File: src/rtl/muldiv_sequencer.sv
// RV32M multiply/divide sequencer: radix-2 shift-add multiply, restoring divide (option MULDIV_FAST_MUL_EN).
// Latency: Done DATA_W+2 cycles after accept (3 for multiplies with MULDIV_FAST_MUL_EN, 1 for div-by-zero/overflow).
// Backpressure: Stall freezes the pipeline until DONE; Flush aborts any state at once with no Done.
module muldiv_sequencer #(
    parameter int DATA_W = 32
) (
    input  logic              clk,
    input  logic              reset,
    input  logic              Start,
    input  logic [2:0]        Funct3,
    input  logic [DATA_W-1:0] SrcA,
    input  logic [DATA_W-1:0] SrcB,
    input  logic              Flush,
    output logic              Stall,
    output logic              Busy,
    output logic              Done,
    output logic [DATA_W-1:0] Result
);

    localparam int CNT_W = $clog2(DATA_W);
    localparam logic [DATA_W-1:0] MIN_NEG = {1'b1, {(DATA_W-1){1'b0}}};

    typedef enum logic [1:0] {IDLE, CALC, FIX, DONE} state_t;

    state_t              state, state_nxt;
    logic [2:0]          op;
    logic                neg;
    logic [DATA_W-1:0]   opnd;
    logic [2*DATA_W-1:0] acc;
    logic [CNT_W-1:0]    cnt;

    logic                a_signed, b_signed, a_neg, b_neg, neg_in;
    logic [DATA_W-1:0]   a_abs, b_abs;
    logic                div_zero, div_ovf, accept, last_iter;
    logic [DATA_W-1:0]   special_val;
    logic [DATA_W:0]     mul_sum, div_shift, div_diff;
    logic                no_borrow;
    logic [2*DATA_W-1:0] mul_step, div_step, mul_full;
    logic [DATA_W-1:0]   div_val, div_fix, fix_res;

    // Operand conditioning: magnitudes plus the sign the final result must carry.
    always_comb begin
        a_signed    = Funct3[2] ? ~Funct3[0] : (Funct3[0] ^ Funct3[1]);
        b_signed    = Funct3[2] ? ~Funct3[0] : (Funct3[1:0] == 2'b01);
        a_neg       = a_signed & SrcA[DATA_W-1];
        b_neg       = b_signed & SrcB[DATA_W-1];
        a_abs       = a_neg ? -SrcA : SrcA;
        b_abs       = b_neg ? -SrcB : SrcB;
        neg_in      = (Funct3[2] & Funct3[1]) ? a_neg : (a_neg ^ b_neg);
        div_zero    = Funct3[2] && (SrcB == '0);
        div_ovf     = Funct3[2] && !Funct3[0] && (SrcA == MIN_NEG) && (SrcB == '1);
        if (div_zero)
            special_val = Funct3[1] ? SrcA : '1;
        else
            special_val = Funct3[1] ? '0 : MIN_NEG;
        accept      = (state == IDLE) && Start && !Flush;
`ifdef MULDIV_FAST_MUL_EN
        last_iter   = !op[2] || (cnt == CNT_W'(DATA_W-1));
`else
        last_iter   = (cnt == CNT_W'(DATA_W-1));
`endif
    end

    // One iteration step: acc = {hi, lo}; multiply shifts the product right,
    // divide shifts the dividend out of lo into the partial remainder in hi.
    always_comb begin
        mul_sum   = {1'b0, acc[2*DATA_W-1:DATA_W]} + (acc[0] ? {1'b0, opnd} : '0);
        mul_step  = {mul_sum, acc[DATA_W-1:1]};
        div_shift = acc[2*DATA_W-1:DATA_W-1];
        div_diff  = div_shift - {1'b0, opnd};
        no_borrow = !div_diff[DATA_W];
        div_step  = {(no_borrow ? div_diff[DATA_W-1:0] : div_shift[DATA_W-1:0]),
                     acc[DATA_W-2:0], no_borrow};
        mul_full  = neg ? -acc : acc;
        div_val   = op[1] ? acc[2*DATA_W-1:DATA_W] : acc[DATA_W-1:0];
        div_fix   = neg ? -div_val : div_val;
        if (op[2])
            fix_res = div_fix;
        else if (op[1:0] == 2'b00)
            fix_res = mul_full[DATA_W-1:0];
        else
            fix_res = mul_full[2*DATA_W-1:DATA_W];
    end

    always_comb begin
        state_nxt = state;
        case (state)
            IDLE: if (accept) state_nxt = (div_zero || div_ovf) ? DONE : CALC;
            CALC: if (last_iter) state_nxt = FIX;
            FIX:  state_nxt = DONE;
            DONE: state_nxt = IDLE;
            default: state_nxt = IDLE;
        endcase
        if (Flush)
            state_nxt = IDLE;
        Stall = (accept || state == CALC || state == FIX) && !Flush;
        Busy  = (state != IDLE);
        Done  = (state == DONE) && !Flush;
    end

    always_ff @(posedge clk) begin
        if (reset) begin
            state  <= IDLE;
            op     <= '0;
            neg    <= 1'b0;
            opnd   <= '0;
            acc    <= '0;
            cnt    <= '0;
            Result <= '0;
        end else begin
            state <= state_nxt;
            if (accept) begin
                op   <= Funct3;
                neg  <= neg_in;
                opnd <= Funct3[2] ? b_abs : a_abs;
                acc  <= {{DATA_W{1'b0}}, (Funct3[2] ? a_abs : b_abs)};
                cnt  <= '0;
                if (div_zero || div_ovf)
                    Result <= special_val;
            end
            if (state == CALC) begin
                cnt <= cnt + 1'b1;
`ifdef MULDIV_FAST_MUL_EN
                if (!op[2])
                    acc <= {{DATA_W{1'b0}}, opnd} * {{DATA_W{1'b0}}, acc[DATA_W-1:0]};
                else
                    acc <= div_step;
`else
                acc <= op[2] ? div_step : mul_step;
`endif
            end
            if (state == FIX && !Flush)
                Result <= fix_res;
        end
    end

endmodule

File: config.mk
export PLATFORM = sky130hd
export DESIGN_NAME = muldiv_sequencer
export DESIGN_NICKNAME = d
export VERILOG_FILES = /design/src/rtl/muldiv_sequencer.sv
export SDC_FILE = /design/constraint.sdc
export NUM_CORES = 1
export LEC_CHECK = 0
export CAP_MARGIN = 20
export CORE_MARGIN = 10
export CORE_UTILIZATION = 58
export CTS_CLUSTER_SIZE = 12
export DETAILED_ROUTE_END_ITERATION = 7
export PLACE_DENSITY = 0.79
export SLEW_MARGIN = 15
export SYNTH_ARGS = -nofsm -noshare
export SYNTH_HDL_FRONTEND = slang
export SYNTH_SLANG_ARGS = --single-unit
File: constraint.sdc
create_clock -name clk -period 5.9 [get_ports clk]
set_input_delay 0.885 -clock clk [delete_from_list [all_inputs] [get_ports clk]]
set_output_delay 0.885 -clock clk [all_outputs]
set_load 0.01 [all_outputs]
==> results of run 1 <==
-- kinds of logic after synthesis --
| kind of cell | Yosys count | synth area share |
|---|---|---|
| buffers and inverters | 260 | 0.0647 |
| adders and majority gates | 79 | 0.0634 |
| and+or+nand+nor | 739 | 0.227 |
| AOI/OAI and AO/OA | 730 | 0.302 |
| DFF | 139 | 0.176 |
| xor gates and xnor gates | 188 | 0.104 |
| muxes | 99 | 0.0636 |
-- placed cells by master (no fill, tap or decap), types with 13 or more instances in the layout --
cell type,Yosys,routed
o31ai_1,34,34
xor2_1,86,86
a21o_1,36,36
a21oi_1,192,192
nand4_1,21,21
nand2b_1,22,22
mux2i_1,88,88
o21ai_0,153,153
a31oi_1,30,30
or2_2,19,19
clkdlybuf4s50_1,0,103
o41ai_1,19,19
a22oi_1,17,17
or3_1,21,21
buf_4,2,23
nor3_1,65,64
nor2_1,230,228
inv_1,72,72
xnor2_1,102,102
or4_1,25,25
a211oi_1,84,84
nand2_1,196,196
ha_1,77,76
and3_1,16,16
nand3_1,31,31
nor4_1,22,22
a221oi_1,13,13
o211ai_1,42,42
dfxtp_1,139,136
clkbuf_16,0,17
-- layer usage --
metal,track usage,up-vias,wire length [um]
met5,0,-,0
met4,0.140,0,2600
li1,-,8126,-
met1,0.491,8430,25500
met2,0.561,1242,27800
met3,0.106,208,9270
-- power groups by stage --
stage	clock network [mW]	registers (mW)	logic [mW]
after floorplan	0	1.02	0.950
after global placement	0	1.10	1.25
after detailed placement	0	1.10	1.27
after CTS	1.10	1.08	1.28
after global routing	1.14	1.09	1.42
final	1.11	1.09	1.33
-- worst min-delay path by stage --
| stage | end | cells after the start | slack (ns) |
|---|---|---|---|
| detailed placement | opnd[5] | 2 | 0.44 |
| global route | opnd[5] | 2 | 0.47 |
| finish | opnd[5] | 2 | 0.45 |
| CTS | opnd[5] | 2 | 0.45 |
| global placement | opnd[18] | 2 | 0.44 |
| floorplan | opnd[25] | 2 | 0.43 |
-- registers in the layout (all words and copies together), names as in the netlist --
| register | flops |
|---|---|
| Result | 32 |
| acc | 64 |
| cnt | 5 |
| neg | 1 |
| op | 3 |
| opnd | 32 |
| state | 2 |
-- tightest hold or removal path, stage by stage, from the launching register on --
cell and delay, ns:
dfxtp_1 0.31, nand2_1 0.05, a21oi_1 0.05
-- cell type report --
class | instances | area [sq um] | area share
flip-flops and latches | 139 | 2790 | 0.160
multi-input cells | 1835 | 12000 | 0.693
inverters | 74 | 278 | 0.0160
well taps | 341 | 427 | 0.0245
clock buffers | 17 | 425 | 0.0245
clock inverters | 15 | 154 | 0.00885
diodes | 3 | 7.51 | 0.000432
repair buffers | 130 | 1260 | 0.0725
==> out/metrics.cfg, run 1 <==
[outcome]
outcome=complete, no violations

[logic_synthesis]
netlist_instances=2234
synth_cell_types=93
synthTopCellsByArea=dfxtp_1 18%, ha_1 6.1%, a21oi_1 6.1%, xnor2_1 5.6%, mux2i_1 5.6%
yosys.area.top_type=dfxtp_1
seq_area_frac_synth=0.176
synth_most_common_cell=nor2_1
synth_commonest_cells=230 x nor2_1, 196 x nand2_1, 192 x a21oi_1, 153 x clkbuf_1, 153 x o21ai_0
synthArstFlopShare=0
synth_fp_nets=2384
synth_flop_cell=dfxtp_1
synth_edf_count=0
yosysWarnings=0
syn_avg_cell_area_sq_um=7.08
yosysTopAreaCellShare=0.176
ys_ff_latch=139
synthesis.area_sq_mm=0.0158

[timing]
post-route-period-util=0.803
drv_slew=0
setup_viol=0
fin_crit_ns=4.74
rsz0062_at_grt=no
holdWs_ns=0.452
maxSlewHeadroom=0.247
tns_ns=0
fin_skew_ns=0.0136
fmax_mhz=211
timing.final.ws_setup_ns=1.16
worst_pin_slew_ns=1.13
hold_viol=0

[pwr]
ir_drop_v=0.000186
powerDensity_mw_per_mm2=203
pwr-share-comb=0.377
seq_power_share=0.308
p_total_mw=3.53
clkPwrFrac=0.315
p_sw_frac=0.413
p_int_mw=2.07
p_sw_mw=1.46
leakagePower_nw=6.50

[clock_network]
ctsRootBufferMaster=clkbuf_16
postCtsSetupBuffers=0
worstSkewPairLatency_ns=0.44
cts_tree=built
clockBufferDepth=2
cts_made_buffers=17
post_cts_resized=0
holdBufCountCts=0
path_clk_slew_ns=0.07
clock_sinks=139
htreeDepth=4

[final_layout]
layout-drive-gt1-share=0.0566
syn_to_final_growth_pct=9.84
stdcell_count=2554
nNetsFinal=2347
final_util=0.647
fin_area_sq_mm=0.0174
fillers=2469

[placed_design]
port_buffers=105
dp_hpwl_mm=49.2
place.gp.congestion=1.03
preCtsSetupSlack_ns=0.972
dp_cells=2518
dpl_cell_area_sq_mm=0.0168

[worst_hold_path]
hold_class=reg2reg
hold_start=opnd[5]

[worst_setup_path]
worstReg2RegStart=acc[31]
worstSetupStartpointType=register
path_class=reg2reg
worstPathCellList=buf_4, inv_1, ha_1, fa_1, nand2b_1, a21oi_1, o21ai_0, a21boi_0, o21ai_0, a211oi_4, buf_12, and3b_1, o21ai_0, a211oi_1
path_max_fanout=32
reg2reg_depth=14
cp.arrival_ns=5.09
cp.depth=14
endpoint_kind=register
crit_top_cell=o21ai_0
crit_end=acc[50]
reg2reg_to=acc[50]
slowest_stage=a211oi_4
critPathMaxStageDelay_ns=0.70
cp_top_family=compound AO/OA/AOI/OAI gates
cp.required_ns=6.25
r2r_setup_slack_ns=1.16
critPathBufInv=3
critPathLaunch=acc[31]

[run]
cap_viol_max_count=0

[grt]
grt_max_degree=113
grt_pass1_wl_mm=99.4
overflow=0
antenna_found_initial=2
grtUsageTotal=0.372
grt_pass1_vias=16442

[drt]
drc=0
vias_per_cell=7.05
detail_route.first_pass.iterations=6
wl_per_cell_um=25.5
drtIter0Drc=2608
antenna_left=0
totalWireLength_mm=65.2
via_count=18006

[floorplanning]
die_area_sq_mm=0.0343
die_height_um=185
coreArea_sq_mm=0.0269
start_util=0.589
ios=106
die_x_um=185
row_count=60

(Power assumes the default switching activity.)
==> inputs of run 2 (changes only) <==
Clock period 5.9 ns to 4.5 ns, I/O delays scaled along.
==> out/metrics.cfg, run 2 (synthesis results as in run 1) <==
[clock_network]
path_clk_slew_ns=0.07
ctsRootBufferMaster=clkbuf_16
clockBufferDepth=2
postCtsSetupBuffers=0
cts_made_buffers=17
clock_sinks=139
htreeDepth=4
worstSkewPairLatency_ns=0.45
holdBufCountCts=0
post_cts_resized=0
cts_tree=built

[worst_setup_path]
reg2reg_to=acc[63]
worstSetupStartpointType=register
path_class=reg2reg
r2r_setup_slack_ns=0.40
path_max_fanout=40
worstReg2RegStart=opnd[5]
cp.required_ns=4.87
reg2reg_depth=13
endpoint_kind=register
cp.arrival_ns=4.47

[timing]
post-route-period-util=0.912
fin_skew_ns=0.0197
setup_viol=0
fmax_mhz=244
hold_viol=0
rsz0062_at_grt=no
drv_slew=0
holdWs_ns=0.459
tns_ns=0
fin_crit_ns=4.10
maxSlewHeadroom=0.298
worst_pin_slew_ns=1.05

[worst_hold_path]
holdPathEnd=opnd[17]
hold_class=reg2reg
whs_path_depth=2
hold_start=opnd[17]

[run]
cap_viol_max_count=0

[final_layout]
syn_to_final_growth_pct=12.0
fin_area_sq_mm=0.0177
regMostFlops=acc
largest_register_ffs=64
final_common_cell=nor2_1
stdcell_count=2599
mostFrequentLayoutCells=229 x nor2_1, 196 x nand2_1, 192 x a21oi_1
nNetsFinal=2394
reg.largest.list=acc x64, Result x32, opnd x32
layout-drive-gt1-share=0.0758

[grt]
overflow=0
grt_pass1_vias=17078
grt_max_degree=89
antenna_found_initial=1
grtUsageTotal=0.385
grt_pass1_wl_mm=102

[outcome]
violations=DRC
outcome=finished with violations

[floorplanning]
start_util=0.589
die_height_um=185
row_count=60
coreArea_sq_mm=0.0269
ios=106
die_x_um=185
die_area_sq_mm=0.0343

[pwr]
powerDensity_mw_per_mm2=264
ir_drop_v=0.000242
leakagePower_nw=6.74

[drt]
drc=5
totalWireLength_mm=67.2
drtIter0Drc=3147
antenna_left=0
wl_per_cell_um=25.9
vias_per_cell=7.03
via_count=18266
detail_route.first_pass.iterations=8

[placed_design]
dpl_cell_area_sq_mm=0.0171
place.gp.congestion=1.08
port_buffers=105
dp_hpwl_mm=51.3
dp_cells=2566

-- run 2: critical path, stage by stage (launching register included) --
cell	delay, ns
dfxtp_1	0.54
inv_1	0.17
ha_1	0.40
a21oi_1	0.31
nand2b_1	0.14
o21ai_0	0.47
a21boi_0	0.30
buf_4	0.22
o2111a_1	0.27
a211oi_4	0.27
buf_12	0.29
nor3_1	0.08
or4_1	0.41
a31oi_1	0.15
-- run 2: area by class of cell --
type | count | area [sq um]
antenna | 1 | 2.50
multi-input combinational | 1835 | 12000
clock inverter | 14 | 136
fill | 2419 | 9150
clock buffer | 18 | 439
timing repair buffer | 177 | 1610
inverter | 74 | 278
sequential | 139 | 2790
tap | 341 | 427
-- run 2: worst max path at each step --
| stage | slack, ns | endpoint | from |
|---|---|---|---|
| final | 0.40 | acc[63] | opnd[5] |
| after global routing | 0.31 | acc[63] | opnd[5] |
| after global placement | 0.49 | Result[19] | SrcB[0] |
| after CTS | 0.60 | acc[63] | opnd[5] |
| after detailed placement | 0.39 | Result[19] | SrcB[0] |
| after floorplan | 0.22 | Result[28] | op[1] |
-- run 2: report_power, final --
group / switching (mW) / total, mW / leakage, nW / internal [mW]
clock: 0.684 / 1.47 / 0.274 / 0.791
sequential: 0.118 / 1.40 / 1.13 / 1.28
combinational: 1.13 / 1.81 / 5.33 / 0.677
total: 1.93 / 4.68 / 6.74 / 2.75
-- run 2: per-stage QoR --
step / power [mW] / worst slack, ns / utilization
after CTS: 4.59 / 0.598 / 0.659
after floorplan: 2.58 / 0.220 / -
final: 4.68 / 0.398 / 0.659
after detailed placement: 3.14 / 0.390 / 0.638
after global routing: 4.84 / 0.309 / 0.659
after global placement: 3.13 / 0.495 / 0.638
-- run 2: per-layer routing --
layer | global-route usage | routed length (um) | share of wire | vias to the layer above
li1 | - | - | - | 8233
met1 | 0.488 | 26500 | 0.39 | 8416
met2 | 0.577 | 28100 | 0.42 | 1347
met3 | 0.133 | 9280 | 0.14 | 268
met4 | 0.168 | 3350 | 0.050 | 2
met5 | 0 | 12 | 0.00018 | -
